## src/rtl/mips_cpu_pkg.sv

```systemverilog
// Shared types and constants for the MIPS fetch stage.
// Package only: no latency or backpressure of its own.
package mips_cpu_pkg;

    typedef enum logic [1:0] {
        FETCH  = 2'd0,
        ISSUE  = 2'd1,
        HALTED = 2'd2
    } fetch_state_t;

    localparam logic [31:0] RESET_VECTOR = 32'hBFC00000;
    localparam logic [31:0] HALT_ADDR    = 32'h00000000;
    localparam logic [31:0] PC_INCR      = 32'd4;

    function automatic logic [31:0] word_align(input logic [31:0] addr);
        return {addr[31:2], 2'b00};
    endfunction

endpackage

```

## src/rtl/mips_cpu_delay_slot.sv

```systemverilog
// Branch-delay-slot tracker and next-PC mux; next PC is combinational in the accept cycle.
// No backpressure of its own: state advances only when the top asserts accept.
module mips_cpu_delay_slot #(
    parameter logic [31:0] RESET_VECTOR = mips_cpu_pkg::RESET_VECTOR,
    parameter logic [31:0] HALT_ADDR    = mips_cpu_pkg::HALT_ADDR
) (
    input  logic        clk,
    input  logic        reset,
    input  logic        accept,
    input  logic [31:0] instr_pc,
    input  logic        redirect_valid,
    input  logic [31:0] redirect_target,
    output logic [31:0] nxt_pc_val,
    output logic        take_halt
);
    import mips_cpu_pkg::*;

    logic        bt_pending;
    logic [31:0] bt_reg;
    logic [31:0] pc_hold;
    logic [31:0] seq_pc;
    logic [31:0] sel_pc;

    // Modulo-2^32 increment: the top of memory wraps to 0 without halting.
    assign seq_pc = instr_pc + PC_INCR;

    always_comb begin
        sel_pc = seq_pc;
        if (bt_pending) begin
            sel_pc = bt_reg;
        end
    end

    assign nxt_pc_val = accept ? sel_pc : pc_hold;
    assign take_halt  = accept & bt_pending & (bt_reg == HALT_ADDR);

    // A redirect seen while a target is already pending is dropped: the first target wins.
    always_ff @(posedge clk or posedge reset) begin
        if (reset) begin
            bt_pending <= 1'b0;
            bt_reg     <= 32'h0;
            pc_hold    <= RESET_VECTOR;
        end else if (accept) begin
            pc_hold <= sel_pc;
            if (bt_pending) begin
                bt_pending <= 1'b0;
            end else if (redirect_valid) begin
                bt_reg     <= redirect_target;
                bt_pending <= 1'b1;
            end
        end
    end

endmodule

```

## src/rtl/mips_cpu_fetch.sv

```systemverilog
// MIPS instruction fetch: Avalon read, instruction register, PC-load strobe; 2 cycles/instr at zero wait.
// Holds in FETCH while mem_waitrequest=1 and in ISSUE while stall=1; stops for good after a jump to HALT_ADDR.
module mips_cpu_fetch #(
    parameter logic [31:0] RESET_VECTOR = mips_cpu_pkg::RESET_VECTOR,
    parameter logic [31:0] HALT_ADDR    = mips_cpu_pkg::HALT_ADDR
) (
    input  logic        clk,
    input  logic        reset,
    input  logic [31:0] cur_pc_val,
    output logic [31:0] nxt_pc_val,
    output logic        pc_ctrl,
    output logic [31:0] mem_address,
    output logic        mem_read,
    output logic [3:0]  mem_byteenable,
    input  logic        mem_waitrequest,
    input  logic [31:0] mem_readdata,
    output logic        instr_valid,
    output logic [31:0] instr_word,
    output logic [31:0] instr_pc,
    input  logic        stall,
    input  logic        redirect_valid,
    input  logic [31:0] redirect_target,
    output logic        active
);
    import mips_cpu_pkg::*;

    fetch_state_t state;
    fetch_state_t next_state;
    logic         accept;
    logic         take_halt;

    assign mem_address    = word_align(cur_pc_val);
    assign mem_byteenable = 4'hF;
    assign accept         = instr_valid & ~stall;
    assign pc_ctrl        = accept;

    always_ff @(posedge clk or posedge reset) begin
        if (reset) begin
            state <= FETCH;
        end else begin
            state <= next_state;
        end
    end

    always_comb begin
        next_state = state;
        case (state)
            FETCH:   if (!mem_waitrequest) next_state = ISSUE;
            ISSUE:   if (accept)           next_state = take_halt ? HALTED : FETCH;
            HALTED:  next_state = HALTED;
            default: next_state = FETCH;
        endcase
    end

    // reset gates mem_read directly so an in-flight read is dropped in the cycle reset rises.
    always_comb begin
        mem_read    = 1'b0;
        instr_valid = 1'b0;
        active      = 1'b1;
        case (state)
            FETCH:   mem_read    = ~reset;
            ISSUE:   instr_valid = 1'b1;
            HALTED:  active      = 1'b0;
            default: ;
        endcase
    end

    always_ff @(posedge clk or posedge reset) begin
        if (reset) begin
            instr_word <= 32'h0;
            instr_pc   <= 32'h0;
        end else if (state == FETCH && !mem_waitrequest) begin
            instr_word <= mem_readdata;
            instr_pc   <= cur_pc_val;
        end
    end

    mips_cpu_delay_slot #(
        .RESET_VECTOR (RESET_VECTOR),
        .HALT_ADDR    (HALT_ADDR)
    ) u_delay_slot (
        .clk             (clk),
        .reset           (reset),
        .accept          (accept),
        .instr_pc        (instr_pc),
        .redirect_valid  (redirect_valid),
        .redirect_target (redirect_target),
        .nxt_pc_val      (nxt_pc_val),
        .take_halt       (take_halt)
    );

endmodule

```

## config.mk

```make
export PLATFORM = sky130hd
export DESIGN_NAME = mips_cpu_fetch
export DESIGN_NICKNAME = d
export VERILOG_FILES = /design/src/rtl/mips_cpu_pkg.sv /design/src/rtl/mips_cpu_delay_slot.sv /design/src/rtl/mips_cpu_fetch.sv
export SDC_FILE = /design/constraint.sdc
export NUM_CORES = 1
export LEC_CHECK = 0
export ABC_AREA = 0
export BUFFER_PORTS_ARGS = -buffer_cell sky130_fd_sc_hd__clkbuf_2
export CORE_ASPECT_RATIO = 0.7
export CORE_MARGIN = 2
export CORE_UTILIZATION = 49
export CTS_CLUSTER_DIAMETER = 60
export DETAILED_ROUTE_END_ITERATION = 8
export GPL_ROUTABILITY_DRIVEN = 0
export PLACE_DENSITY = 0.79
export SLEW_MARGIN = 5
export SYNTH_ARGS = -nofsm -noshare
export SYNTH_HDL_FRONTEND = slang
export SYNTH_SLANG_ARGS = --single-unit
```

## constraint.sdc

```tcl
create_clock -name clk -period 6.3 [get_ports clk]
set_clock_uncertainty 0.05 [all_clocks]
set_input_delay 1.26 -clock clk [delete_from_list [all_inputs] [get_ports clk]]
set_output_delay 1.26 -clock clk [all_outputs]
set_load 0.02 [all_outputs]
```

==> results.sh <==
export IMPL_grt_busiest_layer="met2"
export IMPL_synth_compound_area_share_pct=5.17
export IMPL_whs_ns=0.454
export IMPL_synth_top_cell_by_area="dfrtp_1"
export IMPL_post_dp_cell_area_um2=7090
export IMPL_crit_chain="clkbuf_2 > nand2b_1 > buf_4 > inv_2 > nand2b_1 > a221oi_1 > nor2_1 > clkbuf_2"
export IMPL_hpwl_mm=11.8
export IMPL_antenna_found_initial=0
export IMPL_finalSetupTns_ns=0
export IMPL_cp_max_fo=39
export IMPL_rrSetupSlack_ns=3.70
export IMPL_cp_start_kind="primary input"
export IMPL_final_cell_area_um2=7700
export IMPL_hold_buffers=0
export IMPL_worstSetupStartpoint="stall"
export IMPL_async_reset_ff_share_pct=100
export IMPL_clock_path_buffers=2
export IMPL_worstReg2RegStart="state[1]$_DFFE_PP0P_"
export IMPL_power_total_mw=3.64
export IMPL_synthMuxAreaShare_pct=18.8
export IMPL_met3_usage_pct=5.16
export IMPL_coreArea_um2=12300
export IMPL_status="finished clean"
export IMPL_cts_setup_buffers=0
export IMPL_leakage_nw=3.66
export IMPL_final_cell_mix="clkbuf_2, dfrtp_1, mux2_2"
export IMPL_die_area_um2=13400
export IMPL_dp_cells=843
export IMPL_wl_per_cell_um=18.5
export IMPL_hold_viol=0
export IMPL_ys_seq_elements=131
export IMPL_post_route_period_util_pct=74.6
export IMPL_hp_class="flop to flop"
export IMPL_start_util_pct=49.6
export IMPL_power_density_nw_per_um2=473
export IMPL_fin_cells=875
export IMPL_cts_buffers=17
export IMPL_synth_edf_count=0
export IMPL_insertion_delay_ns=0.41
export IMPL_reg2reg_depth=7
export IMPL_setup_viol=0
export IMPL_cts_tree="done"
export IMPL_synthesis_instances=504
export IMPL_yosysTopAreaCellShare_pct=50.1
export IMPL_synth_area_leaders="dfrtp_1, mux2_2, buf_4, dfstp_2, xor2_1"
export IMPL_ir_worst_vdd_mv=0.291
export IMPL_max_freq_mhz=213
export IMPL_routed_wl_mm=16.2
export IMPL_port_buffers=230
export IMPL_overflow=0
export IMPL_period_minus_slack_ns=4.70
export IMPL_hold_start="u_delay_slot.pc_hold[4]$_DFF_PP0_"
export IMPL_track_usage_pct=24.5
export IMPL_diodes=0
export IMPL_critPathMaxStageDelay_ns=0.50
export IMPL_clock_sinks=131
export IMPL_cts_resized_gates=0
export IMPL_seq_area_frac_synth_pct=54.0
export IMPL_crit_end="nxt_pc_val[23]"
export IMPL_drc=0
export IMPL_mappedNetlistArea_um2=6090
export IMPL_synth_fa_ha_area_share_pct=0.205
export IMPL_synth_flop_cell="dfrtp_1"
export IMPL_worstPathRequired_ns=4.99
export IMPL_drive_gt1_share_pct=53.7
export IMPL_grt_pass1_wl_mm=25.3
export IMPL_slew_viol_final=0
export IMPL_grt_pass1_vias=4642
export IMPL_grt_use_met1_pct=35.7
export IMPL_fp_row_count=34
export IMPL_arrival_ns=3.39
export IMPL_drt_iter0_drc=325
export IMPL_final_common_cell="clkbuf_2"
export IMPL_worstSetupPathType="primary input to primary output"
export IMPL_final_nets=802
export IMPL_synth_top_family_by_area="multiplexers"
export IMPL_tightest_slew_ns=1.06
export IMPL_synth_warnings=0
export IMPL_cts_root_buf="clkbuf_16"
export IMPL_dr_pass1_iters=6
export IMPL_via_count=4721
export IMPL_synth_distinct_cells=43
export IMPL_clk_pin_slew_ns=0.06
export IMPL_r2r_end="u_delay_slot.pc_hold[19]$_DFF_PP0_"
export IMPL_grt_setup_unrepaired="false"
export IMPL_via_per_inst=5.40
export IMPL_die_h_um=97.3
export IMPL_met2_usage_pct=37.5
export IMPL_synthSimpleGateAreaFrac_pct=11.0
export IMPL_avgSynthCellArea_um2=12.1
export IMPL_slowest_stage="nand2b_1"
export IMPL_io_pins=237
export IMPL_postRouteAntennaNets=0
export IMPL_fp_dieW_um=137
export IMPL_synth_xor_area_share_pct=3.59
export IMPL_end_kind="primary output"
export IMPL_syn_to_final_growth_pct=26.3
export IMPL_grt_max_degree=86
export IMPL_cap_violations=0
export IMPL_maxSlewHeadroom_pct=29.1
export IMPL_htreeDepth=4
worst min-delay path by stage:
stage / to / slack [ns] / cells past startpoint
6_report: u_delay_slot.pc_hold[4]$_DFF_PP0_ / 0.45 / 2
5_1_grt: instr_word[29]$_DFFE_PP0P_ / 0.47 / 1
3_5_place_dp: u_delay_slot.pc_hold[9]$_DFF_PP0_ / 0.43 / 2
2_1_floorplan: u_delay_slot.bt_reg[21]$_DFFE_PP0P_ / 0.43 / 1
3_3_place_gp: u_delay_slot.pc_hold[5]$_DFF_PP0_ / 0.43 / 2
4_1_cts: u_delay_slot.pc_hold[22]$_DFF_PP1_ / 0.45 / 2
Yosys cell counts, types with 3 or more instances:
cell and count:
inv_1 5, dfstp_2 9, clkbuf_1 7, buf_2 13, mux2i_1 10, o21ai_0 16
and2_1 3, dfrtp_1 122, nor2_1 26, o22ai_1 12, nand4_1 12, and3_1 6
nand2_1 21, nor4_1 11, nand2b_1 3, nor2_2 3, buf_4 39, nand3_1 9
xor2_1 21, nor3_1 7, a21oi_1 23, nand3b_1 4, xnor2_1 4, mux2_2 93
through the flow:
stage | util, % | setup WS (ns)
floorplan | - | 1.51
CTS | 62.6 | 1.65
detailed placement | 57.7 | 1.67
global placement | 57.7 | 1.75
global route | 62.6 | 1.38
finish | 62.6 | 1.60
final cells by class:
cell class,instances,area [um^2]
well taps,162,203
clock inverters,15,178
clock buffers,17,425
repair buffers,234,1180
fillers,985,4600
multi-input cells,310,2400
flip-flops and latches,131,3290
inverters,6,25.0
layer usage:
metal | part of all wire (%) | routed length, um | vias up
li1 | - | - | 2149
met1 | 45 | 7330 | 2334
met2 | 47 | 7550 | 213
met3 | 6.4 | 1040 | 25
met4 | 1.7 | 270 | 0
met5 | 0 | 0 | -
report_power, final:
part	switching (mW)	internal, mW
clock network	0.394	0.626
registers	0.279	1.17
logic	0.702	0.466
total	1.38	2.27
logic make-up (layout without fill, tap and decap cells):
family,count (synthesis),in the layout
mux,103,103
flops,131,131
buf+inv,67,272
fa+ha+maj,1,1
xor+xnor,25,25
simple gates,118,118
compound gates,57,57
other cells,2,6
critical path, delay by kind of cell:
kind,cells,cell delay (ns)
buffers and inverters,4,0.99
and+or+nand+nor,3,0.75
AOI/OAI and AO/OA,1,0.38
(Power assumes the default switching activity.)
